[src/rtl/multicycle_main_fsm.sv]
// Main control FSM for a multicycle RISC-V style core.
// Moore machine: every control output is decoded from the current state,
// except pc_write, which folds in the ALU zero flag for taken branches.
//
// state    | code | meaning
// ---------+------+--------------------------------------------------
// FETCH    |  0   | read instruction at PC, PC <= PC + 4
// DECODE   |  1   | read register file, compute branch/jump target
// MEMADR   |  2   | compute load/store address rs1 + imm
// MEMREAD  |  3   | read data memory at computed address
// MEMWB    |  4   | write loaded data to rd
// MEMWRITE |  5   | write rs2 to data memory
// EXECR    |  6   | R-type ALU operation rs1 op rs2
// ALUWB    |  7   | write ALU result to rd
// EXECI    |  8   | I-type ALU operation rs1 op imm
// JAL      |  9   | rd <= PC + 4, PC <= jump target
// BEQ      | 10   | compare rs1/rs2, PC <= target when equal
// ERROR    | 11   | illegal opcode seen; parked until reset

module multicycle_main_fsm (
  input  logic        clk,
  input  logic        rst_n,
  input  logic [6:0]  op,
  input  logic        zero,
  output logic [1:0]  alu_src_a,
  output logic [1:0]  alu_src_b,
  output logic [1:0]  result_src,
  output logic [1:0]  alu_op,
  output logic        adr_src,
  output logic        ir_write,
  output logic        reg_write,
  output logic        mem_write,
  output logic        pc_write,
  output logic [3:0]  state,
  output logic [63:0] instret,
  output logic        error
);

  typedef enum logic [3:0] {
    S_FETCH    = 4'd0,
    S_DECODE   = 4'd1,
    S_MEMADR   = 4'd2,
    S_MEMREAD  = 4'd3,
    S_MEMWB    = 4'd4,
    S_MEMWRITE = 4'd5,
    S_EXECR    = 4'd6,
    S_ALUWB    = 4'd7,
    S_EXECI    = 4'd8,
    S_JAL      = 4'd9,
    S_BEQ      = 4'd10,
    S_ERROR    = 4'd11
  } state_e;

  localparam logic [6:0] OP_LD  = 7'b0000011;
  localparam logic [6:0] OP_SD  = 7'b0100011;
  localparam logic [6:0] OP_R   = 7'b0110011;
  localparam logic [6:0] OP_I   = 7'b0010011;
  localparam logic [6:0] OP_JAL = 7'b1101111;
  localparam logic [6:0] OP_BEQ = 7'b1100011;

  // operand / result mux encodings
  localparam logic [1:0] SRCA_PC    = 2'b00;
  localparam logic [1:0] SRCA_OLDPC = 2'b01;
  localparam logic [1:0] SRCA_RS1   = 2'b10;
  localparam logic [1:0] SRCB_RS2   = 2'b00;
  localparam logic [1:0] SRCB_IMM   = 2'b01;
  localparam logic [1:0] SRCB_FOUR  = 2'b10;
  localparam logic [1:0] RES_ALUOUT = 2'b00;
  localparam logic [1:0] RES_DATA   = 2'b01;
  localparam logic [1:0] RES_ALURES = 2'b10;
  localparam logic [1:0] ALUOP_ADD  = 2'b00;
  localparam logic [1:0] ALUOP_SUB  = 2'b01;
  localparam logic [1:0] ALUOP_FUNC = 2'b10;

  state_e      state_q;
  state_e      state_d;
  logic [63:0] instret_q;
  logic        error_q;
  logic        retire;

  // raw state decode, before reset gating of the strobes
  logic        ir_write_s;
  logic        reg_write_s;
  logic        mem_write_s;
  logic        pc_update_s;
  logic        branch_s;

  // next-state selection; op only matters when leaving DECODE and MEMADR
  always_comb begin
    state_d = S_FETCH;
    case (state_q)
      S_FETCH:    state_d = S_DECODE;
      S_DECODE: begin
        case (op)
          OP_LD, OP_SD: state_d = S_MEMADR;
          OP_R:         state_d = S_EXECR;
          OP_I:         state_d = S_EXECI;
          OP_JAL:       state_d = S_JAL;
          OP_BEQ:       state_d = S_BEQ;
          default:      state_d = S_ERROR;
        endcase
      end
      S_MEMADR:   state_d = (op == OP_LD) ? S_MEMREAD : S_MEMWRITE;
      S_MEMREAD:  state_d = S_MEMWB;
      S_MEMWB:    state_d = S_FETCH;
      S_MEMWRITE: state_d = S_FETCH;
      S_EXECR:    state_d = S_ALUWB;
      S_EXECI:    state_d = S_ALUWB;
      S_JAL:      state_d = S_ALUWB;
      S_ALUWB:    state_d = S_FETCH;
      S_BEQ:      state_d = S_FETCH;
      S_ERROR:    state_d = S_ERROR;
      // unused codes 12-15 recover to FETCH
      default:    state_d = S_FETCH;
    endcase
  end

  // an instruction retires on the edge that takes its last state back to FETCH
  always_comb begin
    retire = 1'b0;
    case (state_q)
      S_MEMWB, S_MEMWRITE, S_ALUWB, S_BEQ: retire = 1'b1;
      default:                             retire = 1'b0;
    endcase
  end

  // state, retired count and sticky error flag
  always_ff @(posedge clk or negedge rst_n) begin
    if (!rst_n) begin
      state_q   <= S_FETCH;
      instret_q <= 64'd0;
      error_q   <= 1'b0;
    end else begin
      state_q <= state_d;
      if (retire) begin
        instret_q <= instret_q + 64'd1;
      end
      if (state_d == S_ERROR) begin
        error_q <= 1'b1;
      end
    end
  end

  // Moore output decode from the current state
  always_comb begin
    alu_src_a   = SRCA_PC;
    alu_src_b   = SRCB_RS2;
    result_src  = RES_ALUOUT;
    alu_op      = ALUOP_ADD;
    adr_src     = 1'b0;
    ir_write_s  = 1'b0;
    reg_write_s = 1'b0;
    mem_write_s = 1'b0;
    pc_update_s = 1'b0;
    branch_s    = 1'b0;
    case (state_q)
      S_FETCH: begin
        alu_src_a   = SRCA_PC;
        alu_src_b   = SRCB_FOUR;
        result_src  = RES_ALURES;
        alu_op      = ALUOP_ADD;
        ir_write_s  = 1'b1;
        pc_update_s = 1'b1;
      end
      S_DECODE: begin
        alu_src_a = SRCA_OLDPC;
        alu_src_b = SRCB_IMM;
        alu_op    = ALUOP_ADD;
      end
      S_MEMADR: begin
        alu_src_a = SRCA_RS1;
        alu_src_b = SRCB_IMM;
        alu_op    = ALUOP_ADD;
      end
      S_MEMREAD: begin
        result_src = RES_ALUOUT;
        adr_src    = 1'b1;
      end
      S_MEMWB: begin
        result_src  = RES_DATA;
        reg_write_s = 1'b1;
      end
      S_MEMWRITE: begin
        result_src  = RES_ALUOUT;
        adr_src     = 1'b1;
        mem_write_s = 1'b1;
      end
      S_EXECR: begin
        alu_src_a = SRCA_RS1;
        alu_src_b = SRCB_RS2;
        alu_op    = ALUOP_FUNC;
      end
      S_EXECI: begin
        alu_src_a = SRCA_RS1;
        alu_src_b = SRCB_IMM;
        alu_op    = ALUOP_FUNC;
      end
      S_ALUWB: begin
        result_src  = RES_ALUOUT;
        reg_write_s = 1'b1;
      end
      S_JAL: begin
        alu_src_a   = SRCA_OLDPC;
        alu_src_b   = SRCB_FOUR;
        alu_op      = ALUOP_ADD;
        result_src  = RES_ALUOUT;
        pc_update_s = 1'b1;
      end
      S_BEQ: begin
        alu_src_a  = SRCA_RS1;
        alu_src_b  = SRCB_RS2;
        alu_op     = ALUOP_SUB;
        result_src = RES_ALUOUT;
        branch_s   = 1'b1;
      end
      default: begin
        // ERROR and unused codes drive nothing
      end
    endcase
  end

  // Strobes are masked by rst_n directly: FETCH is the reset state and would
  // otherwise assert ir_write/pc_write while reset is still held.
  assign ir_write  = ir_write_s  & rst_n;
  assign reg_write = reg_write_s & rst_n;
  assign mem_write = mem_write_s & rst_n;
  assign pc_write  = (pc_update_s | (branch_s & zero)) & rst_n;

  assign state   = state_q;
  assign instret = instret_q;
  assign error   = error_q;

endmodule

[config.mk]
export PLATFORM = sky130hd
export DESIGN_NAME = multicycle_main_fsm
export DESIGN_NICKNAME = d
export VERILOG_FILES = /design/src/rtl/multicycle_main_fsm.sv
export SDC_FILE = /design/constraint.sdc
export NUM_CORES = 1
export LEC_CHECK = 0
export CAP_MARGIN = 20
export CORE_ASPECT_RATIO = 1.25
export CORE_MARGIN = 2
export CORE_UTILIZATION = 35
export DETAILED_ROUTE_END_ITERATION = 16
export GPL_ROUTABILITY_DRIVEN = 1
export PLACE_DENSITY = 0.57
export SLEW_MARGIN = 20
export SYNTH_ARGS = -nofsm -noshare
export SYNTH_HDL_FRONTEND = slang
export SYNTH_SLANG_ARGS = --single-unit
[constraint.sdc]
create_clock -name clk -period 2.8 [get_ports clk]
set_clock_uncertainty 0.15 [all_clocks]
set_input_delay 0.56 -clock clk [delete_from_list [all_inputs] [get_ports clk]]
set_output_delay 0.56 -clock clk [all_outputs]
set_load 0.02 [all_outputs]
==> results.txt <==
Run status - finished clean
Yosys cell types - 45
Worst Path Arrival - 2010 ps
Routability Congestion - 0.826
Dominant cells by area after synthesis - dfrtp_1 (47%), xor2_1 (10%), nor4_1 (4.9%)
Clock Path Buffers - 2
Largest net degree at the start of global routing - 70
Synth-to-Final Area Change - 37.6%
Worst-path cell chain - nor4_1, and2_1, clkdlybuf4s50_1
Final Power - 3.35 mW
Hold_ws - 322 ps
Iter 0 DRT Violations - 137
Clock sink total - 69
I/O pins - 92
Post-Synthesis Cell Area - 3690 sq um
Worst Tran Pin Value - 885 ps
Antenna violations before repair - 1
Unrepaired setup endpoints after global routing - no
Worst Setup SP - state[3]
Global-route wire length before repair - 15,600 microns
Die Footprint - 11,400 sq um
RR Startpoint - state[0]
Period minus WS final - 2720 ps
Via Count - 3,118
DIE HEIGHT - 119 microns
Count leader, synth - dfrtp_1
Core Area - 10,200 sq um
#FFs+latches synth - 69
# DRC - 0
Yosys warns - 0
Final wirelength - 9200 microns
Fin nets - 474
CTS Root Cell - clkbuf_16
Leading area contributor after synthesis - dfrtp_1
Element type at the critical path end - output port
Setup_tns - 0 ps
Fmax - 368 MHz
Slew headroom - 0.410
Final hold violations - 0
GRT Util Overall - 0.172
Hold Crit Class - reg -> reg
Crit share post-route - 0.971
Avg Cell Area, Syn - 10.0 sq um
Die X - 95.8 microns
CP startpoint kind - register
H-tree levels - 3
Synth Instances - 367
R2r setup slk - 450 ps
Setup bufs post-CTS - 0
Max incr delay on CP - 600 ps
Max Fanout on Critical Path - 12
PD cells - 661 nW/um^2
Core Rows - 41
Net count after synthesis - 378
Hold Crit Depth - 1
PortBufs - 91
TritonCTS Buffers - 9
Top FF cell, synth - dfrtp_1
Top-area cell type share of the netlist area - 0.468
CTS tree - yes
First-pass DRT Iterations - 4
DP HPWL - 6170 microns
Leak - 2.21 nW
Worst Path Required - 2090 ps
Post-synthesis sequential area ratio - 0.468
Post-synth EDFFs - 0
Setup CP Type - reg -> out
Max cap viols - 0
Post-synth ARST share - 1.00
Maximum VDD drop - 0.719 mV
FF-to-FF path depth - 7
Gr ovfl total - 0
Initial Util - 0.363
Most frequent cells after synthesis - dfrtp_1 (69), xor2_1 (43), nand2_1 (32)
Min-Delay Startpoint - instret[63]
Post-route ant nets - 0
Setup Viol. Count Final - 0
Vias in the first global route - 3,231
Slew Limit Fails - 0
Vias per cell - 5.21
Share of cells above drive strength 1 - 0.107
Worst-path clk slew - 60 ps
Slowest CP cell - clkdlybuf4s50_1
Clock Latency Late Sink - 320 ps
WL per Instance - 15.4 microns
==> logic make-up (layout without fill, tap and decap cells) <==
family / Yosys count / after routing / share of synthesized area
compound gates: 22 / 22 / 0.0400
other cells: 0 / 1 / 0
flops: 69 / 69 / 0.468
simple gates: 185 / 185 / 0.307
fa+ha+maj: 1 / 1 / 0.00339
xor+xnor: 63 / 63 / 0.150
buf+inv: 27 / 128 / 0.0316
==> placed cells by master (no fill, tap or decap), types with 7 or more instances in the layout <==
cell type	instances
inv_1	10
nand2b_1	7
xor2_1	43
nor3_1	9
nand3_1	27
nor4_2	11
clkbuf_16	9
nand2_1	32
clkdlybuf4s50_1	87
buf_4	11
dfrtp_1	65
nor2_1	16
nor4_1	28
and2_1	11
nand4_1	16
xnor2_1	20
==> critical path, delay by kind of cell, from the launching register on <==
| family | cells | cell delay (ps) |
|---|---|---|
| flops | 1 | 480 |
| simple gates | 2 | 600 |
| buf+inv | 1 | 600 |
==> state kept, by name, summed over array words and instances (netlist names) <==
name,cells
error,1
instret,64
state,4
==> metal layers <==
metal / vias up / global-route usage / part of all wire / wire length, microns
met5: - / 0 / 0 / 0
met4: 0 / 0.0554 / 0.010 / 95
met3: 10 / 0.0446 / 0.056 / 518
met2: 86 / 0.269 / 0.49 / 4500
met1: 1508 / 0.229 / 0.44 / 4080
li1: 1514 / - / - / -
==> area by class of cell <==
type,count,area [sq um]
Fill cell,959,5080
Multi-Input combinational cell,271,1850
Sequential cell,69,1730
Timing Repair Buffer,102,985
Clock buffer,13,260
Tap cell,129,161
Clock inverter,3,43.8
Inverter,10,37.5
Antenna cell,1,2.50
==> power by group <==
group	total, mW	leakage, nW	switching, mW	internal [mW]
Clock	1.15	0.150	0.410	0.739
Sequential	1.22	0.940	0.143	1.08
Combinational	0.984	1.12	0.532	0.452
Total	3.35	2.21	1.08	2.27
==> path summary, 6_finish.rpt <==
path	end
min reg2reg	instret[63]
max reg2reg	instret[31]
min	instret[63]
min in group asynchronous	instret[35]
max in group asynchronous	state[2]
max	ir_write
==> timing repair <==
item,CTS,global route
pin swaps,0,0
endpoints found under the setup margin,3,3
resized for setup,6,2
hold buffers,0,0
==> metrics by stage <==
stage                     instance area (sq um)  utilization  worst slack [ps]  instances
final                                      5070        0.499              81.0        598
after global routing                       5070        0.499              10.4        597
after CTS                                  5070        0.499              58.0        597
after detailed placement                   4760        0.468               244        581
after global placement                     4760        0.468               266        581
after floorplan                            3690            -               161        367
Power figures use the tool's default switching activity.
